--- src/rtl/uart_byte_rx.sv ---
`timescale 1ns/1ps
// uart_byte_rx: 8N1 serial-to-parallel receiver, LSB first, 16x oversampled with 3-sample majority vote.
// Latency: rx_done/frame_err 3 clk + 153 oversample ticks after the line's falling edge (mid stop bit).
// Backpressure: none; rx_done/frame_err are one-cycle strobes, data_byte holds until the next good frame.
module uart_byte_rx #(
    parameter int CLK_FREQ = 50_000_000,
    parameter int OSR      = 16
) (
    input  logic       clk,
    input  logic       reset,
    input  logic [2:0] baud_set,
    input  logic       uart_rx,
    output logic [7:0] data_byte,
    output logic       rx_done,
    output logic       frame_err,
    output logic       uart_state
);

    // Clock cycles per oversample tick for each supported baud rate.
    localparam int DIV0  = CLK_FREQ / (9600   * OSR);
    localparam int DIV1  = CLK_FREQ / (19200  * OSR);
    localparam int DIV2  = CLK_FREQ / (38400  * OSR);
    localparam int DIV3  = CLK_FREQ / (57600  * OSR);
    localparam int DIV4  = CLK_FREQ / (115200 * OSR);
    // The slowest rate has the largest divider and sets the counter width.
    localparam int CNT_W = (DIV0 > 1) ? $clog2(DIV0) : 1;

    typedef enum logic [2:0] {
        S_IDLE,
        S_START,
        S_DATA,
        S_STOP,
        S_BREAK
    } state_t;

    state_t             r_state;
    logic               r_sync1;
    logic               r_sync2;
    logic               r_rx_d;
    logic [CNT_W-1:0]   r_div_m1;
    logic [CNT_W-1:0]   r_tick_cnt;
    logic [3:0]         r_samp_cnt;
    logic [2:0]         r_bit_cnt;
    logic               r_s7;
    logic               r_s8;
    logic [7:0]         r_shift;
    logic [7:0]         r_data;
    logic               r_rx_done;
    logic               r_frame_err;
    logic               r_uart_state;

    logic [CNT_W-1:0]   w_div_m1;
    logic               w_fall;
    logic               w_tick;
    logic               w_maj;
    logic               w_mid;
    logic               w_bit_end;

    // Select the tick divider for the requested rate; unused codes fall back to 9600.
    always_comb begin
        w_div_m1 = CNT_W'(DIV0 - 1);
        case (baud_set)
            3'd1:    w_div_m1 = CNT_W'(DIV1 - 1);
            3'd2:    w_div_m1 = CNT_W'(DIV2 - 1);
            3'd3:    w_div_m1 = CNT_W'(DIV3 - 1);
            3'd4:    w_div_m1 = CNT_W'(DIV4 - 1);
            default: w_div_m1 = CNT_W'(DIV0 - 1);
        endcase
    end

    // Two-flop synchroniser for the asynchronous line plus one delay stage for edge detection.
    always_ff @(posedge clk) begin
        if (reset) begin
            r_sync1 <= 1'b1;
            r_sync2 <= 1'b1;
            r_rx_d  <= 1'b1;
        end else begin
            r_sync1 <= uart_rx;
            r_sync2 <= r_sync1;
            r_rx_d  <= r_sync2;
        end
    end

    assign w_fall    = r_rx_d & ~r_sync2;
    assign w_tick    = (r_tick_cnt == r_div_m1);
    // Samples land at ticks 7, 8 and 9 of a bit; tick 9 is the current synchronised value.
    assign w_maj     = (r_s7 & r_s8) | (r_s7 & r_sync2) | (r_s8 & r_sync2);
    assign w_mid     = w_tick && (r_samp_cnt == 4'd8);
    assign w_bit_end = w_tick && (r_samp_cnt == 4'd15);

    // Receive FSM with its tick/sample/bit counters and registered outputs.
    always_ff @(posedge clk) begin
        if (reset) begin
            r_state      <= S_IDLE;
            r_div_m1     <= '0;
            r_tick_cnt   <= '0;
            r_samp_cnt   <= 4'd0;
            r_bit_cnt    <= 3'd0;
            r_s7         <= 1'b1;
            r_s8         <= 1'b1;
            r_shift      <= 8'h00;
            r_data       <= 8'h00;
            r_rx_done    <= 1'b0;
            r_frame_err  <= 1'b0;
            r_uart_state <= 1'b0;
        end else begin
            r_rx_done   <= 1'b0;
            r_frame_err <= 1'b0;

            // Counters idle at zero so each frame starts its timing from the detected edge.
            if (r_state == S_IDLE) begin
                r_tick_cnt <= '0;
                r_samp_cnt <= 4'd0;
                r_bit_cnt  <= 3'd0;
            end else if (w_tick) begin
                r_tick_cnt <= '0;
                r_samp_cnt <= r_samp_cnt + 4'd1;
            end else begin
                r_tick_cnt <= r_tick_cnt + CNT_W'(1);
            end

            if (w_tick && (r_samp_cnt == 4'd6)) begin
                r_s7 <= r_sync2;
            end
            if (w_tick && (r_samp_cnt == 4'd7)) begin
                r_s8 <= r_sync2;
            end

            case (r_state)
                S_IDLE: begin
                    if (w_fall) begin
                        r_state      <= S_START;
                        r_uart_state <= 1'b1;
                        // Rate is frozen for the whole frame.
                        r_div_m1     <= w_div_m1;
                    end
                end
                S_START: begin
                    if (w_mid && w_maj) begin
                        // Start bit was high at its centre: a glitch, drop it silently.
                        r_state      <= S_IDLE;
                        r_uart_state <= 1'b0;
                    end else if (w_bit_end) begin
                        r_state <= S_DATA;
                    end
                end
                S_DATA: begin
                    if (w_mid) begin
                        r_shift <= {w_maj, r_shift[7:1]};
                    end
                    if (w_bit_end) begin
                        r_bit_cnt <= r_bit_cnt + 3'd1;
                        if (r_bit_cnt == 3'd7) begin
                            r_state <= S_STOP;
                        end
                    end
                end
                S_STOP: begin
                    // Decide at mid-stop so a following start edge is never missed.
                    if (w_mid) begin
                        if (w_maj) begin
                            r_data       <= r_shift;
                            r_rx_done    <= 1'b1;
                            r_state      <= S_IDLE;
                            r_uart_state <= 1'b0;
                        end else begin
                            r_frame_err <= 1'b1;
                            r_state     <= S_BREAK;
                        end
                    end
                end
                S_BREAK: begin
                    // Hold off start detection until the line recovers to idle.
                    if (r_sync2) begin
                        r_state      <= S_IDLE;
                        r_uart_state <= 1'b0;
                    end
                end
                default: begin
                    r_state      <= S_IDLE;
                    r_uart_state <= 1'b0;
                end
            endcase
        end
    end

    assign data_byte  = r_data;
    assign rx_done    = r_rx_done;
    assign frame_err  = r_frame_err;
    assign uart_state = r_uart_state;

endmodule

--- config.mk ---
export PLATFORM = sky130hd
export DESIGN_NAME = uart_byte_rx
export DESIGN_NICKNAME = d
export VERILOG_FILES = /design/src/rtl/uart_byte_rx.sv
export SDC_FILE = /design/constraint.sdc
export NUM_CORES = 1
export LEC_CHECK = 0
export CAP_MARGIN = 40
export CORE_MARGIN = 3
export CORE_UTILIZATION = 55
export CTS_CLUSTER_SIZE = 10
export DETAILED_ROUTE_END_ITERATION = 6
export GPL_TIMING_DRIVEN = 0
export PLACE_DENSITY = 0.76
export SLEW_MARGIN = 40
export SYNTH_ARGS = -nofsm -noshare
export SYNTH_HDL_FRONTEND = slang
export SYNTH_SLANG_ARGS = --single-unit
--- constraint.sdc ---
create_clock -name clk -period 2 [get_ports clk]
set_clock_uncertainty 0.15 [all_clocks]
set_input_delay 0.4 -clock clk [delete_from_list [all_inputs] [get_ports clk]]
set_output_delay 0.4 -clock clk [all_outputs]
set_load 0.01 [all_outputs]
==> results of run 1 <==
-- flip-flops by register name, summed over array words and instances (netlist names) --
signal and flops:
r_s7 1, r_rx_d 1, r_tick_cnt 9, r_bit_cnt 3, rx_done 1, data_byte 8
r_samp_cnt 4, r_s8 1, r_div_m1 7, frame_err 1, r_sync1 1, r_sync2 1
uart_state 1, r_state 3, r_shift 8
-- routing by layer --
metal / wire length [um] / vias up / global-route usage (%)
met5: 0 / - / 0
met4: 64 / 0 / 7.52
met3: 278 / 5 / 4.29
met2: 2670 / 59 / 36.8
met1: 2550 / 1025 / 29.8
li1: - / 1066 / -
-- worst max path at each step --
stage               slack [ps]  depth (start not counted)       endpoint
floorplan                  250                          5           r_s7
global placement            -4                          7   data_byte[4]
detailed placement         -60                          6     r_shift[0]
CTS                          3                          8     r_shift[0]
global route               -10                          6  r_samp_cnt[3]
finish                     100                          6     r_shift[0]
-- what timing repair did --
item,in CTS,in global routing
pin swaps,1,0
setup buffers,2,0
endpoints found under the setup margin,24,38
hold buffers,0,0
gates resized for setup,4,20
-- stage by stage --
stage | TNS, ps | utilization (%) | worst slack [ps]
after floorplan | 0 | - | 252
after global placement | -22.8 | 63.9 | -4.29
after detailed placement | -433 | 63.9 | -55.4
after CTS | 0 | 66.7 | 2.67
after global routing | -10.7 | 69.0 | -10.7
final | 0 | 69.0 | 103
-- layout by cell type, fill, tap and decap left out, types with 5 or more instances in the layout --
master	netlist	final
a21oi_1	26	26
and3_1	7	5
buf_2	8	7
clkbuf_1	11	9
clkbuf_8	0	5
clkdlybuf4s50_1	0	15
dfxtp_1	50	46
ha_1	6	6
inv_1	8	8
nand2_1	19	18
nand3_1	13	11
nand4_1	19	19
nor2_1	16	16
o21ai_0	5	5
o31ai_1	21	21
or4_1	5	5
xnor2_2	0	5
xor2_1	8	8
-- cell families after synthesis --
family	Yosys count	share of synthesized area [%]
buf+inv	28	5.07
fa+ha+maj	7	3.57
flops	50	41.4
simple gates	107	24.5
xor+xnor	15	5.43
compound gates	68	18.8
mux	3	1.24
-- power by group through the flow --
stage / clock network (uW) / registers, uW / logic (uW)
after floorplan: 0 / 1040 / 124
after global placement: 0 / 1040 / 178
after detailed placement: 0 / 1040 / 180
after CTS: 605 / 1010 / 190
after global routing: 648 / 1020 / 221
final: 598 / 1010 / 203
-- worst max-delay path, cell delays in order, from the launching register on --
cell	delay, ps
dfxtp_2	360
and3_1	230
o211ai_4	310
clkbuf_4	280
buf_2	260
o31ai_1	110
a21oi_1	130
-- cell type report --
type,instances,area (um2)
buffer,18,87.6
clock buffer,5,68.8
clock inverter,3,21.3
fill,340,1270
inverter,8,30.0
multi-input combinational,200,1400
sequential,50,1010
tap,50,62.6
timing repair buffer,17,165
==> impl_results.md, run 1 <==
* Final setup fails at 0
* Area contributors post-synth: dfxtp_1, o31ai_1, a21oi_1
* # port buffers at 15
* Clock buffer depth at 2
* Share of cells above drive strength 1 at between 10% and 20%
* Remaining antenna violation count after routing at 0
* Seq pwr share at 55.9%
* Hold Path Class: flop to flop
* Fin cells at around 350
* Number of remaining DRC errors at 0
* Post-synth EDFFs at 0
* Vias in the first global route at about 2,000
* Cells after Synth at 278
* Hold path cells at 1
* Initial antenna violation count at 0
* Hold Vio Cnt, Final at 0
* DP HPWL at 3810 um
* Dominant synthesized flop cell: dfxtp_1
* R2R setup slack at 100 ps
* Worst Hold Launch: r_sync1
* Power share of the clock group at roughly 33%
* CTS buffer count at 5
* Synth top cells by count: dfxtp_1, a21oi_1, o31ai_1
* Worst Hold Path EP: r_sync2
* Clk Latency, worst-skew pair at slightly above 300 ps
* Die Y at 72.3 um
* CTS Sinks at 50
* PD cells at 639 nW/um2
* Synthesized Nets at between 200 and 300
* Largest net degree at the start of global routing at 17
* Final Cycle Share at a little over nine tenths
* MaxCap Viol Count at 0
* Power after layout at approximately 1800 uW
* Clk root buf: clkbuf_8
* First-pass iteration count of the detailed router at 4
* Worst Setup Start Kind: flop
* Logic pwr share at 11.2%
* Min Tclk post-route at approximately 1900 ps
* FMAX at 527 MHz
* Top-count cell post-synth: dfxtp_1
* 1st-iter DRT viols at about 150
* Die area at 5230 um2
* Max_slew headroom at a little over three fifths
* Yosys cell types at 44
* Area grow syn2layout at 17.5%
* Cell Rows at 23
* Antenna cells at 0
* H-tree depth reported by CTS at 2
* Internal power at around 1300 uW
* Req. time, crit path at 2090 ps
* Async set or reset register ratio after synthesis at 0%
* Critical Path Sink Type: flop
* Starting Density at 58.7%
* Worst reg2reg startpoint: r_tick_cnt[1]
* R2R Path End: r_shift[0]
* First-pass GRT wire length at approximately 9300 um
* Routed WL at approximately 5600 um
* Critical path data arrival time at roughly 2000 ps
* Placed Area at roughly 2600 um2
* Routability cong. at slightly above 0.8
* Vias per cell at around 6.1
* Ports at 17
* Core Region at 4120 um2
* Switching fraction of total power at a little over a quarter
* Max FO, Critical Path at 10
* Switch Pwr at 492 uW
* Syn avg cell area at between 8 and 9 um2
* WL/cell at about 16 um
* Routed vias at about 2,200
* Clock slew at the register clock pins of the worst setup and hold paths at approximately 100 ps
* Worst vdd ir at 0.000421 V
* Mapped cell area at 2420 um2
* Status: finished clean
* Cells after DPL at about 340
* Sequential area share after synthesis at between 40% and 50%
* Max Slew Vio Count at 0
* R2R depth at 6
* Top cell type's share of synthesized area at between 40% and 50%
* Yosys reg bits at 50
* CTS tree: yes
* Warnings, synthesis at 0
* Setup crit start: r_tick_cnt[1]
* Finished Cell Area at approximately 2800 um2
* Nets at roughly 310
* Worst-Margin Slew at approximately 560 ps
* Total congestion overflow at 0
* Yosys top cell by area: dfxtp_1
* WHS at around 280 ps
* Lkg Pwr at between 0.0009 and 0.001 uW
* Overall routing resource usage at a little under a quarter
* Die width at 72.3 um
* Crit path kind: flop to flop
Power figures use the tool's default switching activity.
==> inputs of run 2 (changes only) <==
- REMOVE_ABC_BUFFERS: unset -> 1
==> run 2 against run 1 <==
Net effect: total power rose by 8.0%; non-clock buffer count fell by 10; die area is the same; utilization is 1.8 points higher; highest routed layer unchanged; clock power increased by 22%; setup slack worse by 37 ps; sequential power about the same; via count grew 1.0%; first-iteration DRC count rose by 46%; critical path depth down 2; routed wire length up 6.3%.
==> impl_results.md, run 2 (synthesis gave the netlist of run 1 again) <==
* Remaining antenna violation count after routing at 0
* Commonest non-fill, non-tap cell in the layout: dfxtp_1
* Final setup fails at 0
* Antenna cells at 0
* Most frequent cells in the layout: dfxtp_1, a21oi_1, o31ai_1, nand4_1, nand2_1
* Die width at roughly 72 um
* Fin cells at ~340
* CTS tree: yes
* MaxCap Viol Count at 0
* DP HPWL at roughly 3200 um
* Nets at roughly 300
* Min Tclk post-route at between 1500 and 2000 ps
* Area grow syn2layout at 20.6%
* Cts hold-fix bufs at 0
* Die area at roughly 5200 um2
* Largest Register: r_tick_cnt
* Core Region at 4120 um2
* Clock slew at the register clock pins of the worst setup and hold paths at around 100 ps
* First-pass GRT wire length at ~9700 um
* Hold Path Class: flop to flop
* Clk root buf: clkbuf_8
* PD cells at between 600 and 700 nW/um2
* Req. time, crit path at 2070 ps
* Status: finished clean
* Overall routing resource usage at around a quarter
* WL/cell at around 17 um
* Vias per cell at ~6.3
* Ports at 17
* 1st-iter DRT viols at ~210
* Routed vias at approximately 2,200
* Routed WL at between 5000 and 6000 um
* Max reg flops at 9
* H-tree depth reported by CTS at 2
* CTS Sinks at 50
* Critical Path Sink Type: flop
* Worst-Margin Slew at between 700 and 800 ps
* Clock buffer depth at 2
* Largest net degree at the start of global routing at 35
* Finished Cell Area at a little under 3000 um2
* Clk Latency, worst-skew pair at roughly 310 ps
* Hold Vio Cnt, Final at 0
* Share of cells above drive strength 1 at 16.7%
* Critical path data arrival time at roughly 2000 ps
* Lkg Pwr at around 0.00096 uW
* Total congestion overflow at 0
* Initial antenna violation count at 0
* # port buffers at 16
* Worst Setup Start Kind: flop
* Number of remaining DRC errors at 0
* Vias in the first global route at 1,934
* Starting Density at a little under 60%
* Routability cong. at ~0.81
* Max_slew headroom at between 40% and 50%
* Cells after DPL at 324
* Die Y at between 70 and 80 um
* Max FO, Critical Path at 20
* Final Cycle Share at a little over nine tenths
* FMAX at just over 500 MHz
* Worst vdd ir at approximately 0.00049 V
* Power after layout at 1960 uW
* Max Slew Vio Count at 0
* Crit path kind: flop to flop
* CTS buffer count at 5
* RSZ-0062 raised after global routing: true
* First-pass iteration count of the detailed router at 5
* Cell Rows at 23
* Placed Area at 2560 um2
==> run 2: cell types whose count changed in the layout (fill, tap and decap cells not counted), sizes merged <==
cell      delta
clkbuf      -10
bufinv       +1
clkinv       -1
clkinvlp     -1
inv          +1
o2111ai      +1
o211ai       +1
==> run 2: what timing repair did <==
item / CTS / global route
setup endpoints to repair: 39 / 30
gates cloned: 2 / 0
pin swaps: 2 / 5
buffers inserted: 3 / 6
gates resized for setup: 14 / 15
==> run 2: final timing paths <==
path | from | cells past startpoint | slack [ps] | endpoint
worst max-delay path | r_tick_cnt[2] | 4 | 70 | r_state[1]
worst min-delay path | r_sync1 | 1 | 270 | r_sync2
worst max register to register | r_tick_cnt[2] | 4 | 70 | r_state[1]
worst min register to register | r_sync1 | 1 | 270 | r_sync2
==> run 2: worst max-delay path, stage by stage (launching register included) <==
cell and delay, ps:
dfxtp_1 400, xnor2_2 320, o211a_2 540, a41oi_1 180
a311oi_1 250
==> run 2: report_power, final <==
group | total (uW) | switching [uW] | internal, uW
combinational | 217 | 135 | 82.6
clock | 727 | 351 | 375
sequential | 1020 | 12.1 | 1010
==> run 2: through the flow <==
stage | utilization, % | setup TNS (ps) | hold slack (ps) | setup WS (ps)
after floorplan | - | -953 | 239 | -126
after global placement | 61.9 | -18010 | 245 | -627
after detailed placement | 62.3 | -5070 | 248 | -360
after CTS | 68.1 | 0 | 268 | 19.0
after global routing | 70.8 | -697 | 283 | -77.0
final | 70.8 | 0 | 266 | 66.6
==> run 2: per-layer routing <==
metal	up-vias	routed length (um)	track usage, %	share of wire (%)
met5	-	0	0	0
met4	0	133	6.89	2.2
met3	13	317	4.43	5.4
met2	70	2890	37.7	49
met1	1030	2570	31.7	43
li1	1064	-	-	-
==> run 2: cell type report <==
class / instances / area [um2]
multi-input cells: 202 / 1470
inverters: 8 / 30.0
clock inverters: 3 / 43.8
flip-flops and latches: 50 / 1010
well taps: 50 / 62.6
clock buffers: 5 / 68.8
fillers: 329 / 1200
repair buffers: 25 / 235
==> inputs of run 3 (changes only) <==
- CAP_MARGIN: 40 -> unset
- clock period: 2 -> 2.45 ns (I/O delays scaled with it)
==> run 3 against run 2 <==
Net effect: final area down 7.2%; critical endpoint is now r_bit_cnt[1]; die area did not move; clock power decreased by 20%; flip-flop and latch count unchanged; largest cell class unchanged; utilization shrank 5.1 points; critical path type unchanged.
==> impl_results.md, run 3 (synthesis gave the netlist of run 1 again) <==
* Status: finished clean
* R2R Path End: r_bit_cnt[1]
* Worst reg2reg startpoint: r_tick_cnt[3]
* Crit-path cells: nor3_1, o211ai_4, buf_8, nor4_2, mux2i_1
* R2R depth at 5
* Post-CTS Setup Repair Bufs at 0
* Largest net degree at the start of global routing at 35
* Worst vdd ir at a little under 0.0004 V
* Req. time, crit path at ~2500 ps
* Final Cycle Share at between 90 and 100%
* Die width at about 72 um
* Clock slew at the register clock pins of the worst setup and hold paths at around 90 ps
* R2R setup slack at approximately 240 ps
* Cell Rows at 23
* CP max-delay cell: nor4_2
* Max FO, Critical Path at 17
* Min Tclk post-route at between 2000 and 2500 ps
* Vias per cell at 6.08
* Antenna cells at 0
* First-pass GRT wire length at 8390 um
* Die area at roughly 5200 um2
* Setup_tns at 0 ps
* GR met1 Demand/Resource at 25.3%
* Routability cong. at ~0.81
* Routed WL at 4920 um
* RSZ-0062 raised after global routing: false
* WHS at between 200 and 300 ps
* Nets at roughly 300
* Overall routing resource usage at between 10% and 20%
* Remaining antenna violation count after routing at 0
* Fin cells at around 330
* Utilization after layout at about 66%
* Most frequent cells in the layout: dfxtp_1, a21oi_1, o31ai_1, nand2_1, nand4_1
* CTS Sinks at 50
* Initial antenna violation count at 0
* Commonest non-fill, non-tap cell in the layout: dfxtp_1
* First-pass iteration count of the detailed router at 4
* Critical path data arrival time at approximately 2300 ps
* Routed vias at roughly 2,000
* CTS buffer count at 5
* GR peak layer: met2
* Vias in the first global route at approximately 1,900
* Final setup fails at 0
* CTS tree: yes
* Critical Path Sink Type: flop
* Filler instances at between 300 and 400
* FMAX at approximately 450 MHz
* Worst Setup Start Kind: flop
* PD cells at around 570 nW/um2
* Clock buffer depth at 2
* Max Slew Vio Count at 0
* Max reg flops at 9
* Share of cells above drive strength 1 at around 7.4%
* Worst Hold Path EP: r_sync2
* DP HPWL at approximately 3200 um
* Die Y at 72.3 um
* Post-CTS Resized at 0
* Setup crit start: r_tick_cnt[3]
* Power after layout at around 1500 uW
* Met2 Use GR at around a third
* Total congestion overflow at 0
* Max_slew headroom at between 50% and 60%
* Area grow syn2layout at 11.9%
* Crit path kind: flop to flop
* Cells after DPL at between 300 and 400
* Largest Register: r_tick_cnt
* Starting Density at between 50% and 60%
* Hold path cells at 1
* Ports at 17
* Core Region at 4120 um2
* 1st-iter DRT viols at approximately 150
* Hold Vio Cnt, Final at 0
* Worst Hold Launch: r_sync1
* GR met3 Demand/Resource at under 10%
* Worst-Margin Slew at 736 ps
* Hold Path Class: flop to flop
* # port buffers at 16
* Slowest Stage Delay on Critical Path at between 400 and 500 ps
* Clk Latency, worst-skew pair at about 300 ps
* Clk root buf: clkbuf_8
* Number of remaining DRC errors at 0
* MaxCap Viol Count at 0
* H-tree depth reported by CTS at 2
* WL/cell at between 10 and 15 um
* Lkg Pwr at between 0.0008 and 0.0009 uW
* Cts hold-fix bufs at 0
## run 3: cell types whose count changed in the layout (fill, tap and decap cells not counted), moves of 2 or more
| cell | change |
|---|---|
| buf_8 | +2 |
| xnor2_1 | +5 |
| dfxtp_1 | +7 |
| nor3_4 | -2 |
| xnor2_2 | -2 |
| nor3_1 | +2 |
| xnor2_4 | -3 |
| buf_4 | -8 |
| dfxtp_2 | -7 |
| and3_1 | +2 |
## run 3: area by class of cell
| class | instances | area, um2 | share of cell area (%) |
|---|---|---|---|
| well taps | 50 | 62.6 | 2.31 |
| clock buffers | 5 | 68.8 | 2.54 |
| inverters | 8 | 30.0 | 1.11 |
| repair buffers | 18 | 185 | 6.85 |
| multi-input cells | 200 | 1310 | 48.6 |
| flip-flops and latches | 50 | 1000 | 37.0 |
| clock inverters | 3 | 43.8 | 1.62 |
## run 3: worst max path at each step
stage	endpoint	slack (ps)	depth (start not counted)
after CTS	uart_state	50	4
after detailed placement	uart_state	90	4
after global placement	r_tick_cnt[5]	-250	4
after floorplan	r_state[2]	320	4
final	r_bit_cnt[1]	240	5
after global routing	uart_state	90	5
## run 3: metal layers
metal  part of all wire, %  up-vias  wire (um)
li1                      -     1031          -
met1                    48      969       2350
met2                    48       24       2360
met3                   3.1        6        150
met4                   1.1        0         56
met5                     0        -          0
## run 3: where the power goes
group	total [uW]	switching (uW)	internal, uW	leakage (uW)
combinational	140	95.5	44.4	0.000423
clock	581	275	306	0.0000585
sequential	827	6.83	820	0.000404
## run 3: critical path, delay by kind of cell, from the launching register on
kind                   cells  cell delay, ps
flip-flops                 1             370
AO/OA/AOI/OAI              1             270
buffers and inverters      1             240
AND/OR/NAND/NOR            2             870
multiplexers               1             240
## run 3: stage by stage
stage	setup WS, ps	area (um2)
2_1_floorplan	324	2320
3_3_place_gp	-251	2550
3_5_place_dp	90.1	2560
4_1_cts	48.6	2680
5_1_grt	90.8	2710
6_report	237	2710
==> variant: new RTL, settings of run 1 <==
Encoding of `state_t`: now one-hot (5 bits for 5 states).
--- a/src/rtl/uart_byte_rx.sv
+++ b/src/rtl/uart_byte_rx.sv
@@ -25,12 +25,12 @@
     // The slowest rate has the largest divider and sets the counter width.
     localparam int CNT_W = (DIV0 > 1) ? $clog2(DIV0) : 1;
 
-    typedef enum logic [2:0] {
-        S_IDLE,
-        S_START,
-        S_DATA,
-        S_STOP,
-        S_BREAK
+    typedef enum logic [4:0] {
+        S_IDLE  = 5'b00001,
+        S_START = 5'b00010,
+        S_DATA  = 5'b00100,
+        S_STOP  = 5'b01000,
+        S_BREAK = 5'b10000
     } state_t;
 
     state_t             r_state;
Formal check against the unedited RTL: same outputs for any inputs over 10 cycles, from zero or initial values and one cycle with reset high; not proved beyond that.
==> variant against run 1 <==
The run now ends with setup timing left; wire length fell by 14%; synthesized area is 5.7% lower; core utilization grew 5.7 points; worst setup slack lost 0.28 ns; sequential share of layout area increased by 1.6 points; via count decreased by 17%; non-clock buffer count is 7 higher; final area rose by 0.66%; sequential cell count up 2; hold slack worse by 0.019 ns; count of clock-buffer cells in the layout rose by 1; critical endpoint is now r_div_m1[6]; largest cell class unchanged.
Power is not compared: it rests on default switching activity, and its combinational part moved more than twofold at a synthesized area within 25%.
==> variant: results (changes against run 1) <==
Parameter                              Value

Synthesis
  Cell types with the largest area share after synthesis    sky130_fd_sc_hd__dfxtp_1 46%, sky130_fd_sc_hd__mux2i_1 8.8%, sky130_fd_sc_hd__nor2_1 6.3%, sky130_fd_sc_hd__xnor2_1 3.8%, sky130_fd_sc_hd__ha_1 3.3%
  Number of distinct library cell variants in the gate-level netlist after synthesis    43 (-2.3%)
  Sequential share of the synthesized area    0.4569 (+0.04281)
  Top cells by instance count after synthesis    52 x sky130_fd_sc_hd__dfxtp_1, 38 x sky130_fd_sc_hd__nor2_1, 20 x sky130_fd_sc_hd__mux2i_1, 18 x sky130_fd_sc_hd__nand2_1, 10 x sky130_fd_sc_hd__xnor2_1
  Synthesis warning total    0 (unchanged)
  Post-Syn Nets    255 (-12%)
  Post-synth top flop    sky130_fd_sc_hd__dfxtp_1
  Post-Syn Instances    243 (-13%)
  Async set or reset register ratio after synthesis    0 (unchanged)

Layout
  Net count reported at finish    296 (-5.1%)
  Most flop-heavy register    r_tick_cnt
  Share of cells above drive strength 1    0.2359 (+0.08309)
  Fillers    265 (-22%)
  Max reg flops    9 (unchanged)

Routing
  Total wire length    4.804 mm (-14%)
  Avg Vias per Cell    5.401 (-12%)
  Iter 0 DRT Violations    134 (-7.6%)
  Count of vias placed by the detailed router    1793 (-17%)
  Detailed Routing Iterations Pass 1    4 (unchanged)

Placed design
  Detailed placement HPWL    2.912 mm (-24%)
  Number of port buffers    16 (+1)
  Instance count after placement with tap cells included    307 (-10%)
  Placer's final routability congestion estimate    0.8396 (+1.2%)
  Pre-CTS setup slack    -0.4809 ns (-0.4255 ns)

Global route
  Pin count of the biggest net entering global routing    15 (-2)
  Wire length of the first global-routing pass    7.562 mm (-19%)
  Total routing usage reported by global routing    0.1859 (-0.03924)
  Vias in the first global route    1667 (-15%)

Clock network
  H-tree depth reported by CTS    2 (unchanged)
  Maximum clock path buffer count    2 (unchanged)
  Inserted Clock Buffers    5 (unchanged)
  Cell at the root of the clock tree    sky130_fd_sc_hd__clkbuf_8
  Clock insertion delay at the later pin of the skew report    0.29 ns (-0.02 ns)

Worst setup path
  Launch point of the critical path    r_tick_cnt[5]
  Critical path data arrival time    2.26 ns (+0.27 ns)
  R2R cell count    6 (unchanged)
  Capture point of the worst reg-to-reg path    r_div_m1[6]
  Start-to-end type of the worst setup path    reg -> reg
  Biggest fanout along the worst timing path    5 (-5)

Power
  Reported leakage power    1.180 nW

Status
  Failing checks    setup timing
  Status    finished with violations

Timing
  Remaining max-slew budget at the tightest pin    0.6444 (+0.01565)
  Setup WS post-layout    -0.1814 ns (-0.2847 ns)
  Setup-failing EPs final    11 (+11)

Hold path
  Worst min path class    reg -> reg
## variant: changes by cell type in the layout (fill, tap and decap cells not counted), sizes merged, moves of 5 or more
cell,run 1,this run
nor2,16,38
o31ai,21,0
mux2i,3,20
a21oi,26,10
nand4,19,4
buf,10,22
nand3,13,6
clkbuf,15,10
or4,5,0
## variant: timing repair
item	in CTS	in global routing
setup endpoints to repair	49	20
pin swaps	6	12
setup buffers	10	11
cloned	0	1
gates resized for setup	14	21
## variant: final cells by class
| cell class | count | area [µm²] | area share |
|---|---|---|---|
| buffer | 5 | 26.28 | 0.009186 |
| clock buffer | 6 | 72.57 | 0.02537 |
| clock inverter | 1 | 5.005 | 0.001750 |
| inverter | 5 | 21.27 | 0.007437 |
| multi-input combinational | 178 | 1294 | 0.4523 |
| sequential | 52 | 1060 | 0.3705 |
| tap | 48 | 60.06 | 0.02100 |
| timing repair buffer | 37 | 321.6 | 0.1124 |
## variant: logic make-up after synthesis
logic type	share of synthesized area
compound gates	0.06864
fa+ha+maj	0.03734
xor+xnor	0.06535
simple gates	0.2532
mux	0.09280
flops	0.4569
buf+inv	0.02581
## variant: worst min path at each step
stage | end | from | slack (ns) | depth (start not counted)
4_1_cts | r_sync2 | r_sync1 | 0.26 | 1
3_3_place_gp | r_sync2 | r_sync1 | 0.24 | 1
6_report | r_sync2 | r_sync1 | 0.26 | 1
3_5_place_dp | r_sync2 | r_sync1 | 0.24 | 1
2_1_floorplan | r_sync2 | r_sync1 | 0.24 | 1
5_1_grt | r_sync2 | r_sync1 | 0.29 | 1
## variant: critical path, stage by stage (launching register included)
cell	delay, ns
sky130_fd_sc_hd__dfxtp_4	0.38
sky130_fd_sc_hd__nor3_2	0.18
sky130_fd_sc_hd__o211ai_1	0.21
sky130_fd_sc_hd__o21a_2	0.30
sky130_fd_sc_hd__or3_4	0.41
sky130_fd_sc_hd__or3_4	0.37
sky130_fd_sc_hd__a21oi_2	0.11
## variant: stage by stage
| step | hold WS [ns] | instance area [µm²] | utilization | setup TNS, ns |
|---|---|---|---|---|
| 2_1_floorplan | 0.2395 | 2297 | - | -0.1332 |
| 3_3_place_gp | 0.2425 | 2517 | 0.6579 | -9.285 |
| 3_5_place_dp | 0.2441 | 2517 | 0.6579 | -9.644 |
| 4_1_cts | 0.2645 | 2708 | 0.7077 | -1.198 |
| 5_1_grt | 0.2855 | 2860 | 0.7475 | -2.455 |
| 6_report | 0.2636 | 2860 | 0.7475 | -0.8241 |
## variant: report_power, final
group | internal [mW] | switching [mW]
clock | 0.239 | 0.319
combinational | 0.571 | 0.582
sequential | 1.13 | 0.0827
total | 1.94 | 0.983
## variant: per-layer routing
layer	vias to the layer above	track usage	wire, µm
li1	916	-	-
met5	-	0	0
met3	2	0.04460	133
met2	24	0.3077	2417
met1	851	0.2429	2230
met4	0	0.04468	22
